### src/rtl/arb_pkg.sv
// Shared types and line-geometry helpers for the memory arbiter.
package arb_pkg;

  typedef enum logic [2:0] {
    IDLE,
    IC_RD,
    DC_RD,
    DC_WR,
    RESP
  } arb_state_e;

  localparam int unsigned LINE_WORDS_DEF = 8;

  // Byte-offset bits covered by one line: word index plus 2 byte-in-word bits.
  function automatic int unsigned line_off_w(input int unsigned words);
    return $clog2(words) + 2;
  endfunction

endpackage

### src/rtl/arb_burst_counter.sv
// Beat counter for one line burst; wraps to zero after the last beat.
module arb_burst_counter
  import arb_pkg::*;
#(
  parameter int unsigned LINE_WORDS = LINE_WORDS_DEF,
  parameter int unsigned IDX_W      = $clog2(LINE_WORDS)
) (
  input  logic             clk,
  input  logic             reset,
  input  logic             i_clr,
  input  logic             i_inc,
  output logic [IDX_W-1:0] o_cnt,
  output logic             o_last
);

  logic [IDX_W-1:0] r_cnt;

  always_ff @(posedge clk) begin
    if (reset || i_clr) begin
      r_cnt <= '0;
    end else if (i_inc) begin
      r_cnt <= o_last ? '0 : r_cnt + 1'b1;
    end
  end

  assign o_cnt  = r_cnt;
  assign o_last = (r_cnt == IDX_W'(LINE_WORDS - 1));

endmodule

### src/rtl/mem_arbiter.sv
// Round-robin arbiter sharing one word-wide memory port between I-cache fills
// and D-cache fills/writebacks, one line burst at a time.
module mem_arbiter
  import arb_pkg::*;
#(
  parameter int unsigned ADDR_W     = 32,
  parameter int unsigned DATA_W     = 32,
  parameter int unsigned LINE_WORDS = LINE_WORDS_DEF
) (
  input  logic                          clk,
  input  logic                          reset,
  input  logic                          ic_req,
  input  logic [ADDR_W-1:0]             ic_addr,
  output logic [DATA_W-1:0]             ic_rdata,
  output logic                          ic_rvalid,
  output logic [$clog2(LINE_WORDS)-1:0] ic_widx,
  output logic                          ic_done,
  input  logic                          dc_req,
  input  logic                          dc_we,
  input  logic [ADDR_W-1:0]             dc_addr,
  input  logic [DATA_W-1:0]             dc_wdata,
  output logic [DATA_W-1:0]             dc_rdata,
  output logic                          dc_rvalid,
  output logic [$clog2(LINE_WORDS)-1:0] dc_widx,
  output logic                          dc_done,
  output logic                          mem_req,
  output logic                          mem_we,
  output logic [ADDR_W-1:0]             mem_addr,
  output logic [DATA_W-1:0]             mem_wdata,
  input  logic [DATA_W-1:0]             mem_rdata,
  input  logic                          mem_ack,
  output logic                          arb_stall
);

  localparam int unsigned IDX_W      = $clog2(LINE_WORDS);
  localparam int unsigned LINE_OFF_W = line_off_w(LINE_WORDS);
  localparam logic [ADDR_W-1:0] OFF_MASK =
    {{(ADDR_W-LINE_OFF_W){1'b0}}, {LINE_OFF_W{1'b1}}};

  arb_state_e        r_state;
  arb_state_e        w_next;
  logic [ADDR_W-1:0] r_base;
  logic              r_last_dc;
  logic              w_grant_ic;
  logic              w_grant_dc;
  logic              w_burst;
  logic              w_last;
  logic [IDX_W-1:0]  w_cnt;

  assign w_burst = (r_state == IC_RD) || (r_state == DC_RD) || (r_state == DC_WR);

  arb_burst_counter #(
    .LINE_WORDS (LINE_WORDS),
    .IDX_W      (IDX_W)
  ) u_cnt (
    .clk    (clk),
    .reset  (reset),
    .i_clr  (w_grant_ic || w_grant_dc),
    .i_inc  (w_burst && mem_ack),
    .o_cnt  (w_cnt),
    .o_last (w_last)
  );

  // r_last_dc doubles as the owner flag in RESP: it names the last grantee.
  always_ff @(posedge clk) begin
    if (reset) begin
      r_state   <= IDLE;
      r_base    <= '0;
      r_last_dc <= 1'b0;
    end else begin
      r_state <= w_next;
      if (w_grant_dc) begin
        r_base    <= dc_addr & ~OFF_MASK;
        r_last_dc <= 1'b1;
      end else if (w_grant_ic) begin
        r_base    <= ic_addr & ~OFF_MASK;
        r_last_dc <= 1'b0;
      end
    end
  end

  always_comb begin
    w_next     = r_state;
    w_grant_ic = 1'b0;
    w_grant_dc = 1'b0;
    case (r_state)
      IDLE: begin
        if (dc_req && (!ic_req || !r_last_dc)) begin
          w_grant_dc = 1'b1;
          w_next     = dc_we ? DC_WR : DC_RD;
        end else if (ic_req) begin
          w_grant_ic = 1'b1;
          w_next     = IC_RD;
        end
      end
      IC_RD, DC_RD, DC_WR: begin
        if (mem_ack && w_last) w_next = RESP;
      end
      RESP:    w_next = IDLE;
      default: w_next = IDLE;
    endcase
  end

  always_comb begin
    mem_req   = w_burst;
    mem_we    = (r_state == DC_WR);
    mem_addr  = w_burst ? r_base + {{(ADDR_W-IDX_W-2){1'b0}}, w_cnt, 2'b00} : '0;
    mem_wdata = (r_state == DC_WR) ? dc_wdata : '0;

    ic_rvalid = (r_state == IC_RD) && mem_ack;
    ic_rdata  = ((r_state == IC_RD) && mem_ack) ? mem_rdata : '0;
    ic_widx   = (r_state == IC_RD) ? w_cnt : '0;
    ic_done   = (r_state == RESP) && !r_last_dc;

    dc_rvalid = (r_state == DC_RD) && mem_ack;
    dc_rdata  = ((r_state == DC_RD) && mem_ack) ? mem_rdata : '0;
    dc_widx   = ((r_state == DC_RD) || (r_state == DC_WR)) ? w_cnt : '0;
    dc_done   = (r_state == RESP) && r_last_dc;

    arb_stall = (ic_req && !ic_done) || (dc_req && !dc_done);
  end

endmodule
### config.mk
export PLATFORM = sky130hd
export DESIGN_NAME = mem_arbiter
export DESIGN_NICKNAME = d
export VERILOG_FILES = /design/src/rtl/arb_pkg.sv /design/src/rtl/arb_burst_counter.sv /design/src/rtl/mem_arbiter.sv
export SDC_FILE = /design/constraint.sdc
export NUM_CORES = 1
export LEC_CHECK = 0
export ABC_AREA = 1
export BUFFER_PORTS_ARGS = -buffer_cell sky130_fd_sc_hd__buf_2
export CORE_AREA = 8 8 100 102
export CTS_BUF_LIST = sky130_fd_sc_hd__clkbuf_8
export DETAILED_ROUTE_END_ITERATION = 8
export DIE_AREA = 0 0 108 110
export GPL_ROUTABILITY_DRIVEN = 0
export GPL_TIMING_DRIVEN = 0
export PLACE_DENSITY = 0.73
export SETUP_SLACK_MARGIN = 0.1
export SLEW_MARGIN = 20
export SYNTH_ARGS = -nofsm -noshare
export SYNTH_HDL_FRONTEND = slang
export SYNTH_SLANG_ARGS = --single-unit
### constraint.sdc
create_clock -name clk -period 1.4 [get_ports clk]
set_clock_uncertainty 0.05 [all_clocks]
set_input_delay 0 -clock clk [delete_from_list [all_inputs] [get_ports clk]]
set_output_delay 0 -clock clk [all_outputs]
set_load 0.03 [all_outputs]
Word level (Yosys, flattened, before mapping):

Index checks and enable logic that the tools add are counted.

* flip-flop bits (word level): 34
* input port bits: 134
* logic and storage cells: 58

* add/sub/neg operators: 2
* eq/ne operators: 7
* mux-type cells: 21
* reductions and logical operators: 24

Operators with widths (count)
* two-way mux 32 bit: 6
* adder 32 x 5 -> 32 bit: 1
* two-way mux 3 bit: 6
* logical AND 1 bit: 9
* two-way mux 1 bit: 8
* logical OR 1 bit: 7
* == test 3 x 2 -> 1 bit (second input constant): 2
* == test 3 bit (second input constant): 2
* case mux 3 bit (2 select lines): 1
* zero test 1 bit: 4
* adder 3 x 1 -> 3 bit (second input constant): 1
* == test 3 x 1 -> 1 bit (second input constant): 1
* zero test 3 bit: 1
* inequality test 3 bit (second input constant): 1
* OR reduction 3 bit: 1
* inequality test 2 bit (second input constant): 1
* AND reduction 2 bit: 1
* nonzero test 2 bit: 1

Logic depth before layout (Yosys ltp):

Gate-level depths: netlist (run 1).

* depth in word-level cells: 7
* depth in mapped cells: 10
* gate-level depth less buffers: 8

By module:

From an unflattened synthesis (run 1), not the netlist that was laid out.

* cells, all modules: 519
* area, all modules: 2921.6 um^2

By module, submodules not included
* mem_arbiter: instances 1, cells each 500, area an instance 2778.9 um^2, sequential area each 620.6 um^2
* arb_burst_counter: instances 1, cells each 19, area an instance 142.6 um^2, sequential area each 60.1 um^2

Worst setup path after synthesis (run 1):

Ideal clock, no wire load.

* path kind: reg-to-output
* start: register r_state[2]
* end: output port mem_wdata[10]
* arrival: 1697 ps
* required time: 1350 ps
* slack: -347 ps
* cell stages (with the launch flop): 7
* path buffers: 1
* cells stage by stage: dfxtp_1 > inv_2 > nand2_1 > nor2_1 > inv_1 > buf_2 > nor2_1

* cells in the longest elaborated chain, start to end: 2

RTL lines
* start: declaration: line mem_arbiter.sv:40 `arb_state_e r_state;`
* start signal: assignment: line mem_arbiter.sv:71 `r_state <= w_next;`
* == test 3 x 2 -> 1 bit
* named net mem_we: line mem_arbiter.sv:27 `output logic mem_we,`
* two-way mux 32 bit: line mem_arbiter.sv:108 `mem_wdata = (r_state == DC_WR) ? dc_wdata : '0;`
* end: declaration: line mem_arbiter.sv:29 `output logic [DATA_W-1:0] mem_wdata,`

The timed path passes the listed nets, and every way through them passes these cells.

Worst setup path after layout (run 1):

* start: register r_state[0]
* end: output port ic_rdata[0]

* cells in the longest elaborated chain, start to end: 3

RTL lines
* == test 3 x 1 -> 1 bit: line mem_arbiter.sv:111 `ic_rdata = ((r_state == IC_RD) && mem_ack) ? mem_rdata : '0;`
* logical AND 1 bit: line mem_arbiter.sv:111
* two-way mux 32 bit: line mem_arbiter.sv:111
* end: declaration: line mem_arbiter.sv:14 `output logic [DATA_W-1:0] ic_rdata,`

No other way between the ends.

==> metrics, run 1 <==
GRT overflow=0; outcome=complete, but fails checks; period utilization=1.16; DRT antenna net count=0; critical path peak fanout=8; placed insts=roughly 890; 1st-pass router iterations=5; area of the core=8470 um2; drt wl/cell=~20 um; pre-CTS setup slack=-140 ps; failing checks=negative setup slack; Synth cell types=24; I/O Buffers=262; Worst path slowest cell=dfxtp_4; register area=693 um2; layout cells sized above 1=0.572; min cycle time layout=between 1500 and 2000 ps; DRC Markers=0; Final Instance Area=between 7000 and 8000 um2; Area growth syn-to-layout=160%; max-cap violation count=0; global-route usage over all layers=0.276; Layout Cells excl Fill=between 900 and 1000; Final Hold Viols=0; total CTS buffers=5; clk buf depth=2; max frequency=just over 600 MHz; die area=between 10000 and 15000 um2; fin. max-slew vios=0; Main synth FF type=dfxtp_1; hpwl dp=between 10000 and 15000 um; CTS tree=done; asr flop ratio synth=0; Post-Syn Area per Cell=roughly 5.2 um2; Post-synth EDFFs=0; Setup-failing EPs final=157; Final Core Density=0.829; commonest cells in the netlist=169 x nand2_1, 143 x nor2_1, 105 x inv_1, 34 x dfxtp_1, 12 x nand2_2; hold_ws=99.9 ps; ranking of synthesized cells by area=dfxtp_1 25%, nand2_1 24%, nor2_1 20%; row count=34; Yosys top cell area share=0.252; # H-tree levels=2; Multi-input gate area=2270 um2; VDD IR max=around 0.86 mV; CP required=approximately 1400 ps; CP Capture Type=primary output; Die Y=between 100 and 150 um; top-count cell post-synth=nand2_1; slowest cell delay on critical path=around 420 ps; clk_lat worst skew=between 200 and 300 ps; Worst Hold Class=input port to flip-flop; count of state elements after synthesis=34; initial drt markers=210; CP Data Arrival Time=between 1500 and 2000 ps; leakage power=3.66 nW; via/cell ratio=4.82; Worst setup SP type=flip-flop; Yosys top cell by area=dfxtp_1; Final Routed Wirelength=19800 um; FILL cells=~460; Die Wd=around 110 um; antenna violations before repair=0; fin worst setup slack=-221 ps; io pins=between 200 and 300; Layout Nets=just over 1000; vias in the first global route=between 4000 and 5000; Vias=between 4000 and 5000; Mapped Area=~2700 um2; initial core utilization=0.319; first-pass GRT wire length=25700 um; crit path cell chain=nand2_4 -> nor2_4 -> nand2_8 -> buf_6 -> nor2_1 -> buf_4; post-synthesis sequential area ratio=0.252; largest net degree at the start of global routing=12; CTS Sinks=34; CP Class=flip-flop to primary output; synth warn=0; unrepaired setup endpoints after global routing=true; Cell Area, Placed=4350 um2; Root Driver=clkbuf_8; Reg clk slew, reported paths=~70 ps; PwrDens=around 1200 nW/um2; Cells after Synth=516
-- state kept, by name, indices dropped and copies added, names as in the netlist --
signal       count
r_base          27
r_last_dc        1
u_cnt.o_cnt      3
r_state          3
-- per-layer routing --
metal  GRT usage  up-vias  share of wire
met3      0.0826       93          0.094
li1            -     2174              -
met5           0        -              0
met4       0.152        0          0.062
met1       0.260     2180           0.32
met2       0.526      324           0.53
-- path summary, 6_finish.rpt --
kind	startpoint	end	slack [ps]	depth (start not counted)
setup reg to reg	r_state[0]	r_base[25]	-100	11
setup / recovery	r_state[0]	ic_rdata[0]	-220	6
hold / removal	ic_req	r_state[0]	100	6
hold reg to reg	r_base[29]	r_base[29]	400	2
-- critical path, delay by kind of cell, from the launching register on --
family,cells,cell delay [ps]
buffers and inverters,2,350
and+or+nand+nor,4,510
DFF,1,420
-- cell families (layout without fill, tap and decap cells) --
group | after synthesis | count (layout) | share of synthesized area
AOI/OAI and AO/OA | 7 | 7 | 0.0139
adders and majority gates | 2 | 2 | 0.00928
buffers and inverters | 134 | 498 | 0.217
DFF | 34 | 34 | 0.252
other | 1 | 3 | 0.00139
and+or+nand+nor | 338 | 338 | 0.506
-- cell usage in the layout, fill, tap and decap left out, types with 2 or more instances in the layout --
cell	instances
dfxtp_2	4
dfxtp_1	28
inv_1	101
nor2_1	37
dlygate4sd3_1	56
buf_2	139
buf_12	7
buf_16	4
buf_8	12
nand2_4	6
conb_1	2
nand2_1	142
nor2_2	20
inv_4	3
inv_2	5
nor2_4	88
a21oi_1	3
nand2_2	35
buf_4	29
buf_6	131
clkbuf_8	6
dfxtp_4	2
nand3_1	4
-- repair_timing --
| item | 4_1_cts | 5_1_grt |
|---|---|---|
| gates resized for setup | 355 | 172 |
| pin swaps | 44 | 16 |
| hold endpoints to repair | 29 | 0 |
| hold buffers | 56 | 0 |
| cloned | 13 | 1 |
| endpoints found under the setup margin | 156 | 171 |
| setup buffers | 17 | 8 |
-- layout make-up --
cell class / instances / share of cell area
Multi-Input combinational cell: 349 / 0.323
Buffer: 23 / 0.0453
Sequential cell: 34 / 0.0988
Clock buffer: 6 / 0.0118
Tap cell: 108 / 0.0193
Inverter: 111 / 0.0622
Timing Repair Buffer: 356 / 0.437
Antenna cell: 1 / 0.000357
Clock inverter: 2 / 0.00178
-- where the power goes --
| group | leakage [nW] | internal [W] | switching [W] |
|---|---|---|---|
| clock | 0.0472 | 0.000396 | 0.000385 |
| sequential | 0.282 | 0.00129 | 0.000209 |
| combinational | 3.33 | 0.00262 | 0.00359 |
| total | 3.66 | 0.00431 | 0.00418 |
-- metrics by stage --
stage / total power [W] / setup TNS [ps]
after floorplan: 0.00413 / 0
after global placement: 0.00517 / -4410
after detailed placement: 0.00520 / -5880
after CTS: 0.00751 / -13610
after global routing: 0.00894 / -28350
final: 0.00849 / -17260
Note: power is estimated with default switching activity, not from simulation.
==> run 2: changes to the inputs <==
==> constraint.sdc (replaced) <==
create_clock -name clk -period 1.4 [get_ports clk]
set_clock_uncertainty 0.05 [all_clocks]
set_input_delay 0.28 -clock clk [delete_from_list [all_inputs] [get_ports clk]]
set_output_delay 0.28 -clock clk [all_outputs]
set_load 0.03 [all_outputs]
==> run 2 against run 1 <==
Against the previous run:
- the run still ends with negative setup slack left
- critical path depth down 1
- core utilization up 2.2 points
- worst setup slack worse by 350 ps
- die area unchanged
- critical endpoint is now dc_rdata[21]
- largest power group unchanged
==> metrics, run 2 (synthesized netlist as in run 1, its figures left out) <==
outcome=complete, but fails checks; failing checks=negative setup slack; Comb power frac=0.764 (+0.032); Vias=4436 (-7.0%); PwrDens=1330 nW/um2 (+9.9%); global-route usage over all layers=0.258 (-0.0182); Worst path slowest cell=dfxtp_4; Cell Area, Placed=5280 um2 (+21%); pre-CTS setup slack=-332 ps (-192 ps); CP Class=flip-flop to primary output; sw frac=0.495 (+0.00207); Multi-input gate area=2700 um2 (+19%); clk_lat worst skew=290 ps (about the same); max-cap violation count=0 (unchanged); Min-Delay Endpoint=r_state[2]; vias in the first global route=4550 (-5.2%); CP Capture Type=primary output; GR Util met3=0.0645 (-0.0180); Reg2Reg Setup Slack=-280 ps (-180 ps); FF-to-FF path depth=11 (unchanged); max frequency=508 MHz (-18%); via/cell ratio=4.70 (-2.4%); slowest cell delay on critical path=380 ps (-40 ps); NetSw=0.00473 W (+13%); Root Driver=clkbuf_8; VDD IR max=1.06 mV (+24%); Die Y=110 um (unchanged); GRT overflow=0 (unchanged); DRT antenna net count=0 (unchanged); Layout Cells excl Fill=943 (-4.7%); clk buf depth=2 (unchanged); hpwl dp=11100 um (+9.0%); min cycle time layout=1970 ps (+347 ps); Seq pwr share=0.157 (-0.020); r2r endpoint=r_base[28]; largest net degree at the start of global routing=11 (-1); Most flops, register=r_base; Reg-to-Reg Start=r_state[2]; unrepaired setup endpoints after global routing=true; internal power=0.00483 W (+12%); # H-tree levels=2 (unchanged); initial drt markers=181 (-14%); CTS Sinks=34 (unchanged); setup_tns=-64940 ps (-47680 ps); most frequent cells in the layout=153 x buf_6, 139 x nor2_4, 132 x nand2_1, 126 x buf_2, 101 x inv_1; FILL cells=449 (-3.2%); layout cells sized above 1=0.665 (+0.0930); most common cell after layout, fill and taps aside=buf_6; first-pass GRT wire length=23900 um (-7.0%); CTS Hold Buffers Added=0 (-100%); row count=34 (unchanged); Die Wd=108 um (unchanged); fin. max-slew vios=0 (unchanged); gr busiest metal=met2; Worst Hold Class=input port to flip-flop; CP Data Arrival Time=1640 ps (+70 ps); power share of the clock group=0.079 (-0.013); drt wl/cell=19.7 um (-1.7%); area of the core=8470 um2 (unchanged); Area growth syn-to-layout=167%; 1st-pass router iterations=4 (-1); placed insts=887 (unchanged); DRC Markers=0 (unchanged); Reg clk slew, reported paths=70 ps (about the same); leakage power=3.57 nW (-2.5%); Worst setup SP type=flip-flop; worst hold start=reset; met2 usage=0.495 (-0.0310); initial core utilization=0.319 (unchanged); Final Instance Area=7200 um2 (+2.6%); met1 usage=0.259 (-0.000741); io pins=275 (unchanged); Layout Nets=962 (-5.3%); Final Hold Viols=0 (unchanged); crit path cell chain=nor3_4 -> nand2_4 -> clkbuf_8 -> nor2_4 -> buf_4; register area=692 um2 (-0.18%); fin worst setup slack=-568 ps (-347 ps); Final Routed Wirelength=18500 um (-6.4%); Setup-failing EPs final=172 (+9.6%); I/O Buffers=262 (unchanged); critical path peak fanout=7 (-1); total CTS buffers=5 (unchanged); period utilization=1.41 (+0.248); antenna violations before repair=8 (+8); hold depth=2 (-4); CTS tree=done; CP required=1070 ps (-280 ps); die area=11900 um2 (unchanged); max reg flops=27 (unchanged)
[run 2: final cells by class]
type / count / area share
Multi-Input combinational cell: 349 / 0.375
Inverter: 111 / 0.0615
Sequential cell: 34 / 0.0961
Clock buffer: 6 / 0.0115
Buffer: 23 / 0.0549
Clock inverter: 2 / 0.00122
Tap cell: 108 / 0.0188
Timing Repair Buffer: 302 / 0.379
Antenna cell: 8 / 0.00278
[run 2: worst max-delay path by stage]
stage	endpoint	startpoint	slack, ps	depth (start not counted)
floorplan	mem_wdata[10]	r_state[2]	-120	6
global placement	mem_addr[11]	r_state[1]	-360	4
detailed placement	mem_addr[19]	r_state[0]	-330	4
CTS	dc_rdata[22]	r_state[1]	-430	6
global route	dc_rdata[25]	r_state[0]	-610	5
finish	dc_rdata[21]	r_state[0]	-570	5
[run 2: repair_timing]
action | in CTS | in global routing
endpoints found under the hold margin | 0 | 0
setup buffers | 18 | 9
gates cloned | 13 | 1
gates resized for setup | 320 | 72
pin swaps | 15 | 59
endpoints found under the setup margin | 161 | 173
[run 2: power groups by stage]
stage | Clock [W] | Sequential [W] | Combinational [W]
2_1_floorplan | 0 | 0.00145 | 0.00375
3_3_place_gp | 0 | 0.00148 | 0.00472
3_5_place_dp | 0 | 0.00149 | 0.00478
4_1_cts | 0.000753 | 0.00150 | 0.00668
5_1_grt | 0.000800 | 0.00153 | 0.00769
6_report | 0.000755 | 0.00150 | 0.00731
[run 2: layer usage]
layer / part of all wire / routed length, um / up-vias
li1: - / - / 2077
met1: 0.35 / 6520 / 2076
met2: 0.53 / 9900 / 219
met3: 0.066 / 1220 / 62
met4: 0.048 / 891 / 2
met5: 0.00070 / 13 / -
[run 2: through the flow]
stage / hold slack [ps] / util / total power [W]
after global routing: 220 / 0.850 / 0.0100
after detailed placement: 390 / 0.624 / 0.00628
after global placement: 386 / 0.624 / 0.00620
after CTS: 194 / 0.810 / 0.00892
final: 216 / 0.850 / 0.00957
after floorplan: 301 / - / 0.00520
[run 2: critical path, delay by kind of cell (launching register included)]
family / cells / cell delay (ps)
buffers and inverters: 2 / 420
DFF: 1 / 380
and+or+nand+nor: 3 / 540
